==> config.mk <==
export PLATFORM = sky130hd
export DESIGN_NAME = vga_timing_gen_flat
export DESIGN_NICKNAME = d
export VERILOG_FILES = /design/src/rtl/vga_pkg.sv /design/src/rtl/vga_timing_gen_if.sv /design/src/rtl/pix_strobe_gen.sv /design/src/rtl/vga_timing_gen.sv /design/src/flat_wrapper.sv
export SDC_FILE = /design/constraint.sdc
export NUM_CORES = 1
export LEC_CHECK = 0
export ABC_CLOCK_PERIOD_IN_PS = 5290
export CAP_MARGIN = 10
export CORE_AREA = 2 2 88 90
export DETAILED_ROUTE_END_ITERATION = 8
export DIE_AREA = 0 0 90 92
export HOLD_SLACK_MARGIN = 0.03
export PLACE_DENSITY_LB_ADDON = 0.15
export SLEW_MARGIN = 40
export SYNTH_ARGS = -nofsm -noshare
export SYNTH_HDL_FRONTEND = slang
export SYNTH_SLANG_ARGS = --single-unit
==> constraint.sdc <==
create_clock -name clk -period 5.29 [get_ports clk]
set_input_delay 1.058 -clock clk [delete_from_list [all_inputs] [get_ports clk]]
set_output_delay 1.058 -clock clk [all_outputs]
set_load 0.005 [all_outputs]
==> src/rtl/vga_pkg.sv <==
// Shared 640x480@60 raster constants and small types used by the timing
// generator and the game objects that consume its outputs.
package vga_pkg;

    localparam int H_ACTIVE = 640;
    localparam int H_FP     = 16;
    localparam int H_SYNC   = 96;
    localparam int H_BP     = 48;
    localparam int H_TOTAL  = H_ACTIVE + H_FP + H_SYNC + H_BP;

    localparam int V_ACTIVE = 480;
    localparam int V_FP     = 10;
    localparam int V_SYNC   = 2;
    localparam int V_BP     = 33;
    localparam int V_TOTAL  = V_ACTIVE + V_FP + V_SYNC + V_BP;

    localparam int SCREEN_W = H_ACTIVE;
    localparam int SCREEN_H = V_ACTIVE;

    localparam int CNT_W = 10;
    typedef logic [CNT_W-1:0] coord_t;

    // Registered per-pixel decodes, kept together so reset and hold are uniform.
    typedef struct packed {
        logic hsync;
        logic vsync;
        logic blank;
        logic frame_start;
        logic move;
    } vga_ctrl_t;

    localparam vga_ctrl_t CTRL_RST = '{hsync: 1'b1, vsync: 1'b1, blank: 1'b0,
                                       frame_start: 1'b1, move: 1'b0};

    function automatic logic in_window(coord_t v, coord_t lo, coord_t hi);
        return (v >= lo) && (v <= hi);
    endfunction

endpackage

==> src/rtl/vga_timing_gen_if.sv <==
// Raster timing bundle: the generator drives it, consumers sample it on pixpulse.
interface vga_timing_gen_if;
    import vga_pkg::*;

    logic   pause;
    logic   pixpulse;
    coord_t hcount;
    coord_t vcount;
    logic   hsync;
    logic   vsync;
    logic   blank;
    logic   frame_start;
    logic   move;

    modport master (
        input  pause,
        output pixpulse, hcount, vcount, hsync, vsync, blank, frame_start, move
    );

    modport slave (
        output pause,
        input  pixpulse, hcount, vcount, hsync, vsync, blank, frame_start, move
    );
endinterface

==> src/rtl/pix_strobe_gen.sv <==
// Clock divider producing a one-clock pixel-rate enable every CLK_DIV clocks.
module pix_strobe_gen #(
    parameter int CLK_DIV = 4
) (
    input  logic clk,
    input  logic rst,
    output logic pixpulse_o
);
    localparam int DW = (CLK_DIV > 1) ? $clog2(CLK_DIV) : 1;
    localparam logic [DW-1:0] LAST = DW'(CLK_DIV - 1);

    logic [DW-1:0] div_q, div_d;

    always_comb begin
        div_d = div_q + 1'b1;
        if (div_q == LAST) div_d = '0;
    end

    always_ff @(posedge clk) begin
        if (rst) div_q <= '0;
        else     div_q <= div_d;
    end

    // With CLK_DIV=1 the divider is stuck at 0 == LAST, so the strobe stays high.
    assign pixpulse_o = (div_q == LAST);
endmodule

==> src/rtl/vga_timing_gen.sv <==
// Raster timing generator: pixel strobe, h/v counters, sync/blank decodes,
// frame_start and the per-frame move strobe at the start of vertical blank.
module vga_timing_gen #(
    parameter int CLK_DIV  = 4,
    parameter int H_ACTIVE = vga_pkg::H_ACTIVE,
    parameter int H_FP     = vga_pkg::H_FP,
    parameter int H_SYNC   = vga_pkg::H_SYNC,
    parameter int H_BP     = vga_pkg::H_BP,
    parameter int V_ACTIVE = vga_pkg::V_ACTIVE,
    parameter int V_FP     = vga_pkg::V_FP,
    parameter int V_SYNC   = vga_pkg::V_SYNC,
    parameter int V_BP     = vga_pkg::V_BP,
    parameter int MOVE_DIV = 1
) (
    input  logic                    clk,
    input  logic                    rst,
    vga_timing_gen_if.master        tim_if
);
    import vga_pkg::*;

    localparam int H_LEN = H_ACTIVE + H_FP + H_SYNC + H_BP;
    localparam int V_LEN = V_ACTIVE + V_FP + V_SYNC + V_BP;

    localparam coord_t H_LAST   = coord_t'(H_LEN - 1);
    localparam coord_t V_LAST   = coord_t'(V_LEN - 1);
    localparam coord_t H_VIS    = coord_t'(H_ACTIVE);
    localparam coord_t V_VIS    = coord_t'(V_ACTIVE);
    localparam coord_t HS_FIRST = coord_t'(H_ACTIVE + H_FP);
    localparam coord_t HS_LAST  = coord_t'(H_ACTIVE + H_FP + H_SYNC - 1);
    localparam coord_t VS_FIRST = coord_t'(V_ACTIVE + V_FP);
    localparam coord_t VS_LAST  = coord_t'(V_ACTIVE + V_FP + V_SYNC - 1);
    localparam logic [7:0] FRAME_LAST = 8'(MOVE_DIV - 1);

    logic       pix;
    coord_t     hcount_q, hcount_d;
    coord_t     vcount_q, vcount_d;
    logic [7:0] frame_q, frame_d;
    vga_ctrl_t  ctrl_q, ctrl_d;

    pix_strobe_gen #(.CLK_DIV(CLK_DIV)) u_strobe (
        .clk        (clk),
        .rst        (rst),
        .pixpulse_o (pix)
    );

    always_comb begin
        hcount_d = hcount_q;
        vcount_d = vcount_q;
        frame_d  = frame_q;
        ctrl_d   = ctrl_q;

        if (pix) begin
            if (hcount_q == H_LAST) begin
                hcount_d = '0;
                if (vcount_q == V_LAST) begin
                    vcount_d = '0;
                    frame_d  = (frame_q == FRAME_LAST) ? 8'd0 : frame_q + 8'd1;
                end else begin
                    vcount_d = vcount_q + 10'd1;
                end
            end else begin
                hcount_d = hcount_q + 10'd1;
            end

            // Decodes look at the next counts so they line up with the pixel being loaded.
            ctrl_d.hsync       = !in_window(hcount_d, HS_FIRST, HS_LAST);
            ctrl_d.vsync       = !in_window(vcount_d, VS_FIRST, VS_LAST);
            ctrl_d.blank       = (hcount_d >= H_VIS) || (vcount_d >= V_VIS);
            ctrl_d.frame_start = (hcount_d == '0) && (vcount_d == '0);
            // pause is only looked at here, so mid-strobe toggles cannot reshape move.
            ctrl_d.move        = (hcount_d == '0) && (vcount_d == V_VIS) &&
                                 (frame_q == FRAME_LAST) && !tim_if.pause;
        end
    end

    always_ff @(posedge clk) begin
        if (rst) begin
            hcount_q <= '0;
            vcount_q <= '0;
            frame_q  <= '0;
            ctrl_q   <= CTRL_RST;
        end else begin
            hcount_q <= hcount_d;
            vcount_q <= vcount_d;
            frame_q  <= frame_d;
            ctrl_q   <= ctrl_d;
        end
    end

    assign tim_if.pixpulse    = pix;
    assign tim_if.hcount      = hcount_q;
    assign tim_if.vcount      = vcount_q;
    assign tim_if.hsync       = ctrl_q.hsync;
    assign tim_if.vsync       = ctrl_q.vsync;
    assign tim_if.blank       = ctrl_q.blank;
    assign tim_if.frame_start = ctrl_q.frame_start;
    assign tim_if.move        = ctrl_q.move;
endmodule

==> src/flat_wrapper.sv <==
// flat-port wrapper written by rule: the top's interface ports become plain ports
module vga_timing_gen_flat import vga_pkg::*;
#(
    parameter int CLK_DIV  = 4,
    parameter int H_ACTIVE = vga_pkg::H_ACTIVE,
    parameter int H_FP     = vga_pkg::H_FP,
    parameter int H_SYNC   = vga_pkg::H_SYNC,
    parameter int H_BP     = vga_pkg::H_BP,
    parameter int V_ACTIVE = vga_pkg::V_ACTIVE,
    parameter int V_FP     = vga_pkg::V_FP,
    parameter int V_SYNC   = vga_pkg::V_SYNC,
    parameter int V_BP     = vga_pkg::V_BP,
    parameter int MOVE_DIV = 1
)
  (clk, rst, tim_if_pause, tim_if_pixpulse, tim_if_hcount, tim_if_vcount, tim_if_hsync, tim_if_vsync, tim_if_blank, tim_if_frame_start, tim_if_move);
  vga_timing_gen_if tim_if_i ();
  input  logic clk;
  input  logic rst;
  input wire logic [$bits(tim_if_i.pause)-1:0] tim_if_pause;
  output wire logic [$bits(tim_if_i.pixpulse)-1:0] tim_if_pixpulse;
  output wire logic [$bits(tim_if_i.hcount)-1:0] tim_if_hcount;
  output wire logic [$bits(tim_if_i.vcount)-1:0] tim_if_vcount;
  output wire logic [$bits(tim_if_i.hsync)-1:0] tim_if_hsync;
  output wire logic [$bits(tim_if_i.vsync)-1:0] tim_if_vsync;
  output wire logic [$bits(tim_if_i.blank)-1:0] tim_if_blank;
  output wire logic [$bits(tim_if_i.frame_start)-1:0] tim_if_frame_start;
  output wire logic [$bits(tim_if_i.move)-1:0] tim_if_move;
  assign tim_if_i.pause = tim_if_pause;
  assign tim_if_pixpulse = tim_if_i.pixpulse;
  assign tim_if_hcount = tim_if_i.hcount;
  assign tim_if_vcount = tim_if_i.vcount;
  assign tim_if_hsync = tim_if_i.hsync;
  assign tim_if_vsync = tim_if_i.vsync;
  assign tim_if_blank = tim_if_i.blank;
  assign tim_if_frame_start = tim_if_i.frame_start;
  assign tim_if_move = tim_if_i.move;
  vga_timing_gen #(.CLK_DIV(CLK_DIV), .H_ACTIVE(H_ACTIVE), .H_FP(H_FP), .H_SYNC(H_SYNC), .H_BP(H_BP), .V_ACTIVE(V_ACTIVE), .V_FP(V_FP), .V_SYNC(V_SYNC), .V_BP(V_BP), .MOVE_DIV(MOVE_DIV)) u_core (.clk(clk), .rst(rst), .tim_if(tim_if_i));
endmodule
Yosys cells after proc, flatten, opt, wreduce, memory -nomap -nowiden --
Index checks and enable logic that the tools add are counted.
Word-level totals: register bits after elaboration 35, bits of input ports 3
Cells by class: reduce and logical (&&, ||, !) cells 15, $add $sub $neg 4, multiplexer cells 6, equal/unequal tests 4, magnitude comparators 6
Operators with widths (count):
- two-way mux 10 bit | 5
- adder 10 x 1 -> 10 bit (second input constant) | 2
- equality test 10 bit (second input constant) | 2
- >= comparator 10 bit (second input constant) | 2
- >= comparator 10 x 9 -> 1 bit (second input constant) | 2
- zero test 10 bit | 2
- equality test 10 x 9 -> 1 bit (second input constant) | 1
- less-or-equal comparator 10 bit (second input constant) | 1
- less-or-equal comparator 10 x 9 -> 1 bit (second input constant) | 1
- adder 8 x 1 -> 8 bit (second input constant) | 1
- zero test 8 bit | 1
- two-way mux 8 bit | 1
- logical AND 1 bit | 6
- zero test 1 bit | 3
- AND reduction 3 bit | 1
- adder 2 x 1 -> 2 bit (second input constant) | 1
- equality test 2 bit (second input constant) | 1
- OR reduction 2 bit | 1
- logical OR 1 bit | 1

Logic depth before layout (Yosys ltp) --
depth in word-level cells 8, gate-level depth with buffers 9, gate-level depth less buffers 8

Cells and area by module --
From an unflattened synthesis, not the netlist that was laid out.
Unflattened totals: cells, all modules 289, area, all modules 2334.7 um^2
Modules (own cells, without submodules):
- vga_timing_gen | area each 2259.7 um^2, times used 1, cells each 284, seq. area each 660.6 um^2
- pix_strobe_gen | area each 75.1 um^2, times used 1, cells each 5, seq. area each 40.0 um^2

Worst setup path before layout --
Ideal clock, no wire load.
path type register -> register, start register u_core.hcount_q[0], in the netlist u_core.tim_if.hcount[0], end register u_core.ctrl_q, in the netlist u_core.tim_if.hsync, stages on the path, launching flop included 9, data arrival time 2.053 ns, path slack 3.114 ns, path through dfxtp_1 > ha_1 > and3_1 > clkbuf_1 > xor2_1 > maj3_1 > a31o_2 > nor4_1 > o21bai_1
On the way: longest elaborated chain between the ends 6, elaborated cells on any way between the ends 8, classes of those cells 1 x add/sub; 2 x order compare; 1 x eq/ne; 2 x mux; 2 x reduce/logical
RTL lines:
- start, declared | RTL line vga_timing_gen.sv:35 | coord_t hcount_q, hcount_d;
- start signal, assigned | RTL line vga_timing_gen.sv:83 | hcount_q <= hcount_d;
- adder 10 x 1 -> 10 bit / equality test 10 bit (equally long branches) | RTL line vga_timing_gen.sv:62, vga_timing_gen.sv:53
- two-way mux 10 bit (*) | RTL line vga_timing_gen.sv:53 | if (hcount_q == H_LAST) begin
- two-way mux 10 bit (*) | RTL line vga_timing_gen.sv:52 | if (pix) begin
- >= comparator 10 bit / less-or-equal comparator 10 bit (equally long branches) | RTL line vga_pkg.sv:36 | return (v >= lo) && (v <= hi);
- logical AND 1 bit (*) | RTL line vga_pkg.sv:36
- zero test 1 bit (*) | RTL line vga_timing_gen.sv:66 | ctrl_d.hsync = !in_window(hcount_d, HS_FIRST, HS_LAST);
- end signal, assigned | RTL line vga_timing_gen.sv:86 | ctrl_q <= ctrl_d;
- end, declared | RTL line vga_timing_gen.sv:38 | vga_ctrl_t ctrl_q, ctrl_d;
Mark *: on every way between the ends. The rest lies on a longest branch, timed or not. The select of a mux whose other input is x is not followed. A chain may end at the register's enable or synchronous reset.

Worst setup path in the final report --
start register u_core.u_strobe.div_q[0], end output tim_if_pixpulse
On the way: longest elaborated chain between the ends 1
RTL lines:
- start, declared | RTL line pix_strobe_gen.sv:12 | logic [DW-1:0] div_q, div_d;
- start signal, assigned | RTL line pix_strobe_gen.sv:21 | else div_q <= div_d;
- equality test 2 bit | RTL line pix_strobe_gen.sv:25 | assign pixpulse_o = (div_q == LAST);
- end, declared | RTL line flat_wrapper.sv:20 | output wire logic [$bits(tim_if_i.pixpulse)-1:0] tim_if_pixpulse;
Every way passes these cells.

==> out/results.txt <==
The clock tree synthesis step divided the H-tree into 2 levels. The kind of critical path is reg2out. Including well taps, the total number of placed cells is 384. The final setup TNS is 0 ps. The flow ran to the end, and the final reports show no timing, DRC or antenna violations. TritonCTS built the clock tree. The number of max-slew violations in the final report is 0, and the fraction of final layout cells sized beyond drive strength 1 is 8.30%. The clock reaches the later pin of the worst-skew pair after 290 ps. The count of cells in the finished layout, fillers not included, comes to 391. The worst register-to-register path begins at u_core.tim_if.hcount[1]. For this configuration, the core starts out at a cell density of 29.1%. The detailed-route vias per instance was 4.93. The transition time of the tightest slew-check pin was 754 ps. Dividing total power by cell area gives a power density of 198 nW/um^2. The worst supply voltage drop on vdd was 0.0000761 V. Setup repair after global routing left no endpoint under its margin.

Sorting the synthesized cells by how often they occur yields 35 x sky130_fd_sc_hd__dfxtp_1, 30 x sky130_fd_sc_hd__nor2_1, 27 x sky130_fd_sc_hd__nand2_1, 17 x sky130_fd_sc_hd__a21oi_1. In this run the cell area of the synthesized design comes to 2170 sq um. For this design the total switching power over the nets is 122 uW. Combinational family with the most area after synthesis: simple AND/OR/NAND/NOR gates. Summing the sequential cell areas from Yosys gives 32.3% of the chip area.

The number of global-route vias before repair came out at 1,864. Shortest clock period the worst path allows after layout: 2850 ps. The number of different library cells used by synthesis comes to 50. The remaining routing DRC violations was 0; the core box area was 7450 sq um. The logs give 10.6 ps for the final worst clock skew and 0 for the post-cts hold buffer count. The number of synthesized flops with an enable pin is 0. The tools report the total inserted antenna cells as 0.

TritonCTS created 5 clock buffers. Summing internal, switching and leakage power gives 509 uW. The startpoint of the worst hold path was u_core.u_strobe.div_q[0]. Among all cell types in the netlist, the one instantiated most often is sky130_fd_sc_hd__dfxtp_1.

Pin placement for this block handled 29 I/O pins. The initial antenna violation count was 0. The maximum number of pins on one net before global-route repair was 31. In the synthesized netlist the dominant register cell turns out to be sky130_fd_sc_hd__dfxtp_1.

For this run the aggregate overflow at the end of global routing stands at 0. The instance count along the most critical hold path was 1. The floorplan step set the die height to 92 microns. The worst max-slew margin expressed relative to the limit is 49.3%. During synthesis, Yosys emitted a total of 0 warnings. The synthesized netlist devotes 15.6% of its cell area to compound gates.

The worst hold path terminates at u_core.u_strobe.div_q[0]. Across all register-to-register paths, the minimum setup slack is 2570 ps. The internal power of the cells totals 387 uW.

The average instance area after synthesis was 7.94 sq um; the number of standard cells after synthesis was 273. The largest fanout on the critical path was 23; the overall routing resource usage was 13.9%. The number of nets produced by synthesis came out at 284.

The max-cap check violation count is 0. The tools report the total iterations of the first detailed-routing run as 4. In this run the clock root is driven by a sky130_fd_sc_hd__clkbuf_8. The clock network power share is 39.1%. The register bit total from synthesis is 35. The number of resized instances in the post-cts repair step was 0; the clock input transition at the sequential cells of the worst setup and hold paths was 70 ps. The synthesized netlist devotes 7.27% of its cell area to XOR and XNOR gates.

The tools report the portion of total power attributed to sequential cells as 54.0%. The largest total area in the synthesized netlist belongs to sky130_fd_sc_hd__dfxtp_1. The area added between synthesis and finish is 18.8%, and the first-pass GRT wire length is 9420 microns.

After detailed routing, the average wire length per cell comes to 14.3 microns. In this run the biggest area consumer among cell types represents 32.3% of the synthesized area. The post-DP HPWL is 3930 microns, and the number of port buffers is 28.

For this design the static power due to leakage is 0.833 nW. Upper clock frequency limit: 0.351 GHz. The tools report the reg-to-reg critical path endpoint as u_core.tim_if.vsync. The fraction of the mapped netlist area in simple logic gates came out at 33.4%. Kind of path behind the tightest hold check: reg2reg. Site row count: 32. Setup violations remaining at the end of the flow were counted as 0. Data on the critical path is required at its endpoint by 4230 ps.

The overall via count from detail_route was 1,927; the logic gate share of total power was 6.9%. The final critical path takes up 53.8% of the cycle. The logs give 35 for the TritonCTS sink count and 0 for the post-CTS setup repair buffer count. The worst setup path is launched from a flop. After synthesis, the share of flip-flops with an asynchronous set or reset is 0%. The number of DRC markers after the initial detailed-route iteration came out at 84.

The switching power share of the total was 24.0%; the utilization of the core after routing was 34.6%. For the worst flop-to-flop path, the logic depth is 7. Summed over all layers, the routed wires come to 5580 microns.

The fraction of the mapped netlist area in adder cells works out to 5.08%. The last weighted congestion value of the routability-driven placer was 0.811. The count of nets left with antenna violations once routing finished came out at 0.

For this run, the post-layout net count is 300. The post-synthesis mux area share was 0.924%. The type of element capturing the critical path is a primary output. The data arrival time of the critical path came out at 1790 ps. The floorplan step defined a die boundary enclosing 8280 sq um. The die boundary width came out at 90 microns. Yosys attributes the largest share of cell area to sky130_fd_sc_hd__dfxtp_1 32%, sky130_fd_sc_hd__nor2_1 5.2%, sky130_fd_sc_hd__nand2_1 4.7%. The final number of hold-violating endpoints was 0. The final-layout fill cell count is 823, and the maximum clock insertion buffer count is 2.
## flip-flops by register name, indices dropped and copies added (netlist names)
register and count:
u_core.tim_if.frame_start 1, u_core.tim_if.vcount 10, u_core.tim_if.move 1, u_core.u_strobe.div_q 2
u_core.tim_if.blank 1, u_core.tim_if.hcount 10, u_core.frame_q 8, u_core.tim_if.hsync 1
u_core.tim_if.vsync 1
## worst max-delay path, cell delays in order, from the launching register on
cell and delay (ps):
sky130_fd_sc_hd__dfxtp_1 340, sky130_fd_sc_hd__ha_1 290, sky130_fd_sc_hd__buf_4 320, sky130_fd_sc_hd__clkdlybuf4s50_1 550
## layout make-up
class / count / area [sq um] / share of cell area (%)
Clock buffer: 6 / 82.6 / 3.21
Multi-Input combinational cell: 211 / 1350 / 52.4
Clock inverter: 1 / 5.00 / 0.194
Tap cell: 102 / 128 / 4.96
Sequential cell: 35 / 701 / 27.2
Inverter: 7 / 26.3 / 1.02
Timing Repair Buffer: 29 / 283 / 11.0
## how the worst max path moves through the flow
stage | startpoint | end | slack (ps) | cells after the start
floorplan | u_core.tim_if.hcount[0] | u_core.tim_if.hsync | 3110 | 8
global placement | rst | u_core.frame_q[7] | 2280 | 3
CTS | u_core.u_strobe.div_q[0] | tim_if_pixpulse | 2410 | 3
detailed placement | u_core.tim_if.hcount[0] | u_core.tim_if.move | 2560 | 7
global route | u_core.tim_if.hcount[0] | u_core.frame_q[4] | 2270 | 6
finish | u_core.u_strobe.div_q[0] | tim_if_pixpulse | 2440 | 3
## power by group through the flow
stage / Clock [mW] / Combinational [mW] / Sequential (mW)
2_1_floorplan: 0 / 0.0229 / 0.279
3_3_place_gp: 0 / 0.0365 / 0.281
3_5_place_dp: 0 / 0.0360 / 0.281
4_1_cts: 0.207 / 0.0361 / 0.275
5_1_grt: 0.216 / 0.0405 / 0.276
6_report: 0.199 / 0.0351 / 0.275
## cells in the final DEF, fill, tap and decap left out, types with 3 or more instances in the layout
master / instances
sky130_fd_sc_hd__nor3_1: 10
sky130_fd_sc_hd__xor2_1: 11
sky130_fd_sc_hd__nand4_1: 6
sky130_fd_sc_hd__a31oi_1: 4
sky130_fd_sc_hd__xnor2_1: 7
sky130_fd_sc_hd__or2_2: 3
sky130_fd_sc_hd__dfxtp_1: 35
sky130_fd_sc_hd__clkbuf_8: 6
sky130_fd_sc_hd__or4_1: 3
sky130_fd_sc_hd__nand2_1: 27
sky130_fd_sc_hd__nand3_1: 12
sky130_fd_sc_hd__nor4_1: 7
sky130_fd_sc_hd__ha_1: 8
sky130_fd_sc_hd__or3_1: 3
sky130_fd_sc_hd__and3_1: 6
sky130_fd_sc_hd__a211oi_1: 5
sky130_fd_sc_hd__inv_1: 7
sky130_fd_sc_hd__o21ai_0: 12
sky130_fd_sc_hd__a21oi_1: 17
sky130_fd_sc_hd__a21boi_0: 4
sky130_fd_sc_hd__nor2_1: 30
sky130_fd_sc_hd__clkdlybuf4s50_1: 27
## routing by layer
metal	part of all wire [%]	wire length [microns]	vias up	track usage, %
met5	0	0	-	0
met4	0.61	34	0	3.46
met3	2.7	151	2	3.12
met2	49	2760	19	24.6
met1	47	2640	899	17.2
li1	-	-	1007	-
## cells by family after synthesis
logic type | Yosys count
simple gates | 128
compound gates | 54
flops | 35
buf+inv | 27
xor+xnor | 18
fa+ha+maj | 9
mux | 2
## metrics by stage
step	hold slack [ps]	cell area (sq um)	worst slack, ps
final	434	2570	2440
after global routing	447	2570	2270
after CTS	439	2570	2410
after detailed placement	429	2490	2560
after global placement	429	2490	2280
after floorplan	404	2170	3110
(Power assumes the default switching activity.)
